## config.mk

```make
export PLATFORM = sky130hd
export DESIGN_NAME = src_ctrl_seq
export DESIGN_NICKNAME = d
export VERILOG_FILES = /design/src/rtl/src_ctrl_pkg.sv /design/src/rtl/src_ctrl_decode.sv /design/src/rtl/src_ctrl_seq.sv
export SDC_FILE = /design/constraint.sdc
export NUM_CORES = 1
export LEC_CHECK = 0
export CAP_MARGIN = 20
export CORE_MARGIN = 3
export CORE_UTILIZATION = 47
export DETAILED_ROUTE_END_ITERATION = 8
export GPL_TIMING_DRIVEN = 0
export PLACE_DENSITY = 0.9
export SLEW_MARGIN = 40
export SYNTH_ARGS = -nofsm -noshare
export SYNTH_HDL_FRONTEND = slang
export SYNTH_SLANG_ARGS = --single-unit
```

## constraint.sdc

```tcl
create_clock -name clk -period 4.1 [get_ports clk]
set_clock_uncertainty 0.15 [all_clocks]
set_input_delay 0.82 -clock clk [delete_from_list [all_inputs] [get_ports clk]]
set_output_delay 0.82 -clock clk [all_outputs]
set_load 0.05 [all_outputs]
```

## src/rtl/src_ctrl_pkg.sv

```systemverilog
// src_ctrl_pkg: shared state codes, strobe bundle and latency helper for the
// sample-rate-converter control sequencer. Honours macro SRC_CTRL_ERR_EN.
package src_ctrl_pkg;

    localparam logic [2:0] ST_ALLOC_C = 3'b000;
    localparam logic [2:0] ST_INIT_C  = 3'b001;
    localparam logic [2:0] ST_CONV_C  = 3'b010;
    localparam logic [2:0] ST_RES_C   = 3'b011;
    localparam logic [2:0] ST_ERR_C   = 3'b100;
    localparam logic [2:0] ST_OUT_C   = 3'b101;
    localparam logic [2:0] ST_NEW_C   = 3'b110;
    localparam logic [2:0] ST_NEXT_C  = 3'b111;

    typedef enum logic [2:0] {
        ST_ALLOC = ST_ALLOC_C,
        ST_INIT  = ST_INIT_C,
        ST_CONV  = ST_CONV_C,
        ST_RES   = ST_RES_C,
        ST_ERR   = ST_ERR_C,
        ST_OUT   = ST_OUT_C,
        ST_NEW   = ST_NEW_C,
        ST_NEXT  = ST_NEXT_C
    } state_e;

`ifdef SRC_CTRL_ERR_EN
    localparam bit ERR_EN = 1'b1;
`else
    localparam bit ERR_EN = 1'b0;
`endif

    // Datapath strobes driven by the decoder.
    typedef struct packed {
        logic pc_clr;
        logic pc_incr;
        logic fetch;
        logic h_init;
        logic a_init;
        logic cnt;
        logic res_err;
        logic rf_rw;
        logic get_reg;
        logic new_in;
        logic new_out;
    } strobe_t;

    // Cycles spent on one channel with the output never stalled.
    function automatic int unsigned chan_latency(input int unsigned num_taps, input bit err_en);
        int unsigned lat;
        if (err_en) begin
            lat = num_taps + 32'd6;
        end else begin
            lat = num_taps + 32'd5;
        end
        return lat;
    endfunction

endpackage

```

## src/rtl/src_ctrl_decode.sv

```systemverilog
// src_ctrl_decode: combinational map from sequencer state and input handshake
// to the eleven datapath strobes. Macro SRC_CTRL_ERR_EN adds the ERR decode.
module src_ctrl_decode
    import src_ctrl_pkg::*;
(
    input  state_e  state_i,
    input  logic    en_i,
    input  logic    in_valid_i,
    output strobe_t strobe_o
);

    // Decode the strobes of the current state; all quiet while disabled (reset).
    always_comb begin
        strobe_o = '0;
        if (en_i) begin
            case (state_i)
                ST_NEW: begin
                    if (in_valid_i) begin
                        strobe_o.pc_clr  = 1'b1;
                        strobe_o.rf_rw   = 1'b1;
                        strobe_o.get_reg = 1'b1;
                        strobe_o.new_in  = 1'b1;
                    end else begin
                        strobe_o = '0;
                    end
                end
                ST_ALLOC: begin
                    strobe_o.fetch  = 1'b1;
                    strobe_o.h_init = 1'b1;
                end
                ST_INIT: begin
                    strobe_o.a_init  = 1'b1;
                    strobe_o.get_reg = 1'b1;
                end
                ST_CONV: begin
                    strobe_o.cnt = 1'b1;
                end
                ST_RES: begin
                    strobe_o.res_err = 1'b1;
                    strobe_o.rf_rw   = 1'b1;
                end
`ifdef SRC_CTRL_ERR_EN
                ST_ERR: begin
                    strobe_o.rf_rw = 1'b1;
                end
`endif
                ST_OUT: begin
                    strobe_o.new_out = 1'b1;
                end
                ST_NEXT: begin
                    strobe_o.pc_incr = 1'b1;
                end
                default: begin
                    strobe_o = '0;
                end
            endcase
        end else begin
            strobe_o = '0;
        end
    end

endmodule

```

## src/rtl/src_ctrl_seq.sv

```systemverilog
// src_ctrl_seq: N-tap, M-channel control sequencer for the sample-rate
// converter. Owns state, tap and channel counters; strobes are decoded
// combinationally. Macro SRC_CTRL_ERR_EN enables the ERR write-back state.
module src_ctrl_seq
    import src_ctrl_pkg::*;
#(
    parameter int NUM_TAPS = 16,
    parameter int NUM_CH   = 2,
    parameter int TAP_W    = (NUM_TAPS > 1) ? $clog2(NUM_TAPS) : 1,
    parameter int CH_W     = (NUM_CH > 1) ? $clog2(NUM_CH) : 1
) (
    input  logic             clk,
    input  logic             rst,
    input  logic             in_valid,
    output logic             in_ready,
    output logic             out_valid,
    input  logic             out_ready,
    output logic             pc_clr,
    output logic             pc_incr,
    output logic             fetch,
    output logic             h_init,
    output logic             a_init,
    output logic             cnt,
    output logic             res_err,
    output logic             rf_rw,
    output logic             get_reg,
    output logic             new_in,
    output logic             new_out,
    output logic [TAP_W-1:0] tap_idx,
    output logic [CH_W-1:0]  ch_idx,
    output logic             busy
);

    localparam logic [TAP_W-1:0] TAP_LAST = TAP_W'(NUM_TAPS - 1);
    localparam logic [CH_W-1:0]  CH_LAST  = CH_W'(NUM_CH - 1);

    state_e           state_q;
    state_e           state_eff_s;
    logic [TAP_W-1:0] tap_q;
    logic [CH_W-1:0]  ch_q;
    strobe_t          strobe_s;

    // Without the ERR state its code is dead; fold it onto NEW so it recovers.
    always_comb begin
        state_eff_s = state_q;
`ifndef SRC_CTRL_ERR_EN
        if (state_q == ST_ERR) begin
            state_eff_s = ST_NEW;
        end else begin
            state_eff_s = state_q;
        end
`endif
    end

    // Sequencer state, tap counter and channel counter.
    always_ff @(posedge clk) begin
        if (rst) begin
            state_q <= ST_NEW;
            tap_q   <= '0;
            ch_q    <= '0;
        end else begin
            case (state_eff_s)
                ST_NEW: begin
                    if (in_valid) begin
                        ch_q    <= '0;
                        state_q <= ST_ALLOC;
                    end else begin
                        state_q <= ST_NEW;
                    end
                end
                ST_ALLOC: begin
                    state_q <= ST_INIT;
                end
                ST_INIT: begin
                    tap_q   <= '0;
                    state_q <= ST_CONV;
                end
                ST_CONV: begin
                    if (tap_q == TAP_LAST) begin
                        state_q <= ST_RES;
                    end else begin
                        tap_q <= tap_q + TAP_W'(1);
                    end
                end
                ST_RES: begin
`ifdef SRC_CTRL_ERR_EN
                    state_q <= ST_ERR;
`else
                    state_q <= ST_OUT;
`endif
                end
`ifdef SRC_CTRL_ERR_EN
                ST_ERR: begin
                    state_q <= ST_OUT;
                end
`endif
                ST_OUT: begin
                    if (out_ready) begin
                        state_q <= ST_NEXT;
                    end else begin
                        state_q <= ST_OUT;
                    end
                end
                ST_NEXT: begin
                    if (ch_q == CH_LAST) begin
                        ch_q    <= '0;
                        state_q <= ST_NEW;
                    end else begin
                        ch_q    <= ch_q + CH_W'(1);
                        state_q <= ST_ALLOC;
                    end
                end
                default: begin
                    state_q <= ST_NEW;
                end
            endcase
        end
    end

    src_ctrl_decode u_decode (
        .state_i    (state_eff_s),
        .en_i       (!rst),
        .in_valid_i (in_valid),
        .strobe_o   (strobe_s)
    );

    // Handshake, status and index outputs; everything forced low while in reset.
    always_comb begin
        in_ready  = !rst && (state_eff_s == ST_NEW);
        busy      = !rst && (state_eff_s != ST_NEW);
        out_valid = !rst && (state_eff_s == ST_OUT);
        if (!rst && (state_eff_s == ST_CONV)) begin
            tap_idx = tap_q;
        end else begin
            tap_idx = '0;
        end
        if (rst) begin
            ch_idx = '0;
        end else begin
            ch_idx = ch_q;
        end
    end

    assign pc_clr  = strobe_s.pc_clr;
    assign pc_incr = strobe_s.pc_incr;
    assign fetch   = strobe_s.fetch;
    assign h_init  = strobe_s.h_init;
    assign a_init  = strobe_s.a_init;
    assign cnt     = strobe_s.cnt;
    assign res_err = strobe_s.res_err;
    assign rf_rw   = strobe_s.rf_rw;
    assign get_reg = strobe_s.get_reg;
    assign new_in  = strobe_s.new_in;
    assign new_out = strobe_s.new_out;

endmodule
```

=== After elaboration in Yosys (flattened, before gate mapping) ===
Index checks and enable logic that the tools add are counted.

* Flip-flop bits (word level): 8
* Input port bits: 4
* Output and inout port bits: 19
* Word-level logic and storage cells: 52

* Add/sub/neg operators: 2
* Equality and inequality tests: 12
* Multiplexer cells: 25
* Reductions and logical operators: 10

{| class="wikitable"
|+ Operators by type and width
! operator !! number
|-
| $pmux W3 S7 || 1
|-
| $mux W3 || 5
|-
| $eq A3 B3 Y1 const B || 4
|-
| $mux W11 || 1
|-
| $mux W1 || 10
|-
| $mux W4 || 2
|-
| $pmux W4 S2 || 1
|-
| $eq A3 B2 Y1 const B || 2
|-
| $ne A2 B2 Y1 const B || 3
|-
| $add A4 B1 Y4 const B || 1
|-
| $eq A4 B4 Y1 const B || 1
|-
| $logic_and A1 B1 Y1 || 4
|-
| $mux W2 || 2
|-
| $pmux W1 S2 || 2
|-
| $pmux W2 S2 || 1
|-
| $reduce_and A2 Y1 || 2
|-
| $reduce_bool A2 Y1 || 2
|-
| $eq A3 B1 Y1 const B || 1
|-
| $logic_not A3 Y1 || 1
|-
| $ne A3 B3 Y1 const B || 1
|-
| $add A1 B1 Y1 const B || 1
|-
| $logic_not A1 Y1 || 1
|}

=== Longest topological paths before layout ===
* Depth in word-level cells: 5
* Mapped depth: 5
* Mapped depth without buffers: 4

=== Modules after synthesis ===
From an unflattened synthesis, not the netlist that was laid out.

* Cells, all modules: 88
* Area, all modules: 683.2 µm²

{| class="wikitable"
|+ By module, submodules not included
! module !! times used !! cells each !! area an instance (µm²) !! sequential area each (µm²)
|-
| src_ctrl_seq || 1 || 66 || 559.3 || 160.2
|-
| src_ctrl_decode || 1 || 22 || 123.9 || 0.0
|}

=== Worst setup path before layout ===
OpenSTA, ideal clock, no wires.

* Path kind: input to output
* Start: in rst
* End: out rf_rw
* Arrival time: 3.135 ns
* Required time: 3.130 ns
* Setup slack: -0.005 ns
* Stages: 4
* Buffers on the path: 1
* Cells stage by stage: buf_2 > nor3b_1 > and2_1 > or2_2

* Cells in the longest elaborated chain, start to end: 1

{| class="wikitable"
|+ Ends and longest elaborated chain
! what !! line !! RTL
|-
| start, declared || src_ctrl_seq.sv:13 || <nowiki>input logic rst,</nowiki>
|-
| $mux W11 || src_ctrl_decode.sv:15 || <nowiki>if (en_i) begin</nowiki>
|-
| end, declared || src_ctrl_seq.sv:25 || <nowiki>output logic rf_rw,</nowiki>
|}

No other way between the ends.

=== Worst setup path in the final report ===
* Start: in rst
* End: out h_init

* Cells in the longest elaborated chain, start to end: 1

{| class="wikitable"
|+ Ends and longest elaborated chain
! what !! line !! RTL
|-
| $mux W11 || src_ctrl_decode.sv:15 ||
|-
| end, declared || src_ctrl_seq.sv:21 || <nowiki>output logic h_init,</nowiki>
|}

No other way between the ends.

==> flow_metrics.env <==
export IMPL_status="complete, no violations"
export IMPL_cp_arrival_ps=2500
export IMPL_multi_input_area_um2=433
export IMPL_regToRegEndpoint="tap_q[1]"
export IMPL_n_antenna_cell=0
export IMPL_synth_cell_types=35
export IMPL_fillerInstances=109
export IMPL_grt_util_all_layers=0.210
export IMPL_clk_transition_reported_paths_ps=60
export IMPL_start_util=0.510
export IMPL_reg2reg_depth=4
export IMPL_setup_viol=0
export IMPL_core_area_um2=1320
export IMPL_numCtsBuffers=3
export IMPL_antenna_found_initial=0
export IMPL_hp_start="ch_q"
export IMPL_routabilityCongestion=0.846
export IMPL_holdCritPathClass="reg2reg"
export IMPL_slew_violations=0
export IMPL_path_class="in2out"
export IMPL_grt_pass1_wl_um=3080
export IMPL_drt_pre_antenna_iters=4
export IMPL_syn_nets=93
export IMPL_power_leakage_nw=0.348
export IMPL_drtAntennaViolNets=0
export IMPL_slowest_stage="clkdlybuf4s50_1"
export IMPL_die_h_um=43.8
export IMPL_crit_family="buffers and inverters"
export IMPL_nNetsFinal=119
export IMPL_avgSynthCellArea_um2=7.64
export IMPL_portBuffers=21
export IMPL_ys_seq_area_frac=0.238
export IMPL_timing_hold_ws_ps=361
export IMPL_hold_depth=2
export IMPL_cp_required_ps=3130
export IMPL_num_vias=743
export IMPL_wl_um=1790
export IMPL_fin_crit_sh=0.846
export IMPL_drt_initial_drc_count=17
export IMPL_relSlewSlack=0.651
export IMPL_cts_hold_buf=0
export IMPL_drc=0
export IMPL_hpwl_um=1320
export IMPL_avgViaCountPerCell=5.85
export IMPL_setup_tns_ps=0
export IMPL_io_pins=23
export IMPL_cts_setup_buffers=0
export IMPL_synth_top_area_frac=0.238
export IMPL_dp_cells=124
export IMPL_clkSinkCount=8
export IMPL_row_count=13
export IMPL_regArea_um2=160
export IMPL_ys_flop_type="dfxtp_1"
export IMPL_drv_cap=0
export IMPL_fmax_mhz=288
export IMPL_h_tree_depth=1
export IMPL_hold_viol_final=0
export IMPL_syn_area_um2=672
export IMPL_clkLatencyLatePin_ps=260
export IMPL_path_max_fanout=10
export IMPL_powerDensity_nw_per_um2=264
export IMPL_critical_path_max_stage_delay_ps=790
export IMPL_grt_max_degree=11
export IMPL_yosys_area_top_type="dfxtp_1"
export IMPL_post_cts_resized=0
export IMPL_yosys_top_cells_area="dfxtp_1 (24%), a21oi_1 (6.0%), buf_4 (5.6%), o21ai_0 (5.2%), nand2b_1 (4.7%)"
export IMPL_finalCriticalPeriod_ps=3470
export IMPL_die_w_um=43.8
export IMPL_r2r_start="tap_q[0]"
export IMPL_irDropWorstVdd_mv=0.154
export IMPL_placed_cell_area_um2=906
export IMPL_cts_path_max_buffers=2
export IMPL_r2r_setup_slack_ps=2570
export IMPL_worstSetupEndpointType="output pin"
export IMPL_fin_area_um2=928
export IMPL_crit_start="rst"
export IMPL_worst_setup_path_start_kind="input port"
export IMPL_grt_pass1_vias=709
export IMPL_path_buf_inv=4
export IMPL_die_area_um2=1920
export IMPL_ctsRootBufferMaster="clkbuf_4"
export IMPL_ys_warn_count=0
export IMPL_wire_per_inst_um=14.1
export IMPL_synth_edff_count=0
export IMPL_cts_tree="built"
export IMPL_async_reset_ff_frac=0
export IMPL_drive_gt1_frac=0.179
export IMPL_rsz0062_at_grt="no"
export IMPL_holdPathEnd="ch_q"
export IMPL_synthTopCellsByCount="a21oi_1 (8), dfxtp_1 (8), o21ai_0 (7)"
export IMPL_area_delta_synth_final_pct=38.2
export IMPL_utilization=0.705
export IMPL_syn_inst=88
export IMPL_fin_cells=127
export IMPL_overflow=0
export IMPL_cp_cell_sequence="buf_2 > buf_1 > nor4_1 > buf_4 > clkdlybuf4s50_1"
export IMPL_tightest_slew_ps=522
export IMPL_synth_seq_cells=8
cell type report:
type	count	share of cell area
Clock buffer	3	0.0243
Inverter	3	0.0121
Timing Repair Buffer	21	0.226
Multi-Input combinational cell	66	0.466
Buffer	11	0.0782
Sequential cell	8	0.173
Tap cell	15	0.0202
state kept, by name (all words and copies together), names as in the netlist:
| register | cells |
|---|---|
| ch_q | 1 |
| state_q | 3 |
| tap_q | 4 |
cells in the final DEF, fill, tap and decap left out, types with 4 or more instances in the layout:
cell type	netlist	layout
clkdlybuf4s50_1	0	21
a21oi_1	8	8
dfxtp_1	8	8
o21ai_0	7	7
buf_4	5	5
nand2b_1	5	5
nor2_1	5	5
buf_2	4	4
and2_1	4	4
nand2_1	4	4
layer usage:
layer	vias up	global-route usage	routed length, µm
met5	-	0	0
met4	0	0.0723	27
met3	5	0.0415	150
met2	39	0.352	852
met1	343	0.264	757
li1	356	-	-
worst reg2reg max path: stages (launching register included):
cell     delay (ps)
dfxtp_1         410
ha_1            280
nand3_1         170
a211o_1         320
a21oi_1         130
how the worst max path moves through the flow:
stage / endpoint / slack [ps] / depth (start not counted)
2_1_floorplan: h_init / 20 / 4
3_3_place_gp: h_init / 660 / 5
3_5_place_dp: h_init / 630 / 5
4_1_cts: h_init / 610 / 5
5_1_grt: h_init / 510 / 5
6_report: h_init / 630 / 5
power by group:
group | switching [mW] | internal [mW] | leakage (nW)
Clock | 0.0317 | 0.0338 | 0.0138
Sequential | 0.00507 | 0.0824 | 0.0654
Combinational | 0.0568 | 0.0354 | 0.269
Total | 0.0936 | 0.152 | 0.348
through the flow:
stage | setup WS [ps] | power [mW]
after floorplan | 21.9 | 0.156
after global placement | 663 | 0.179
after detailed placement | 626 | 0.181
after CTS | 611 | 0.243
after global routing | 505 | 0.254
final | 632 | 0.245
cells by family (layout without fill, tap and decap cells):
group | count (synthesis) | in the layout | share of synthesized area
compound gates | 23 | 23 | 0.210
flops | 8 | 8 | 0.238
fa+ha+maj | 1 | 1 | 0.0186
simple gates | 42 | 42 | 0.408
buf+inv | 14 | 38 | 0.125
No activity file was read; power rests on OpenSTA's default activity.
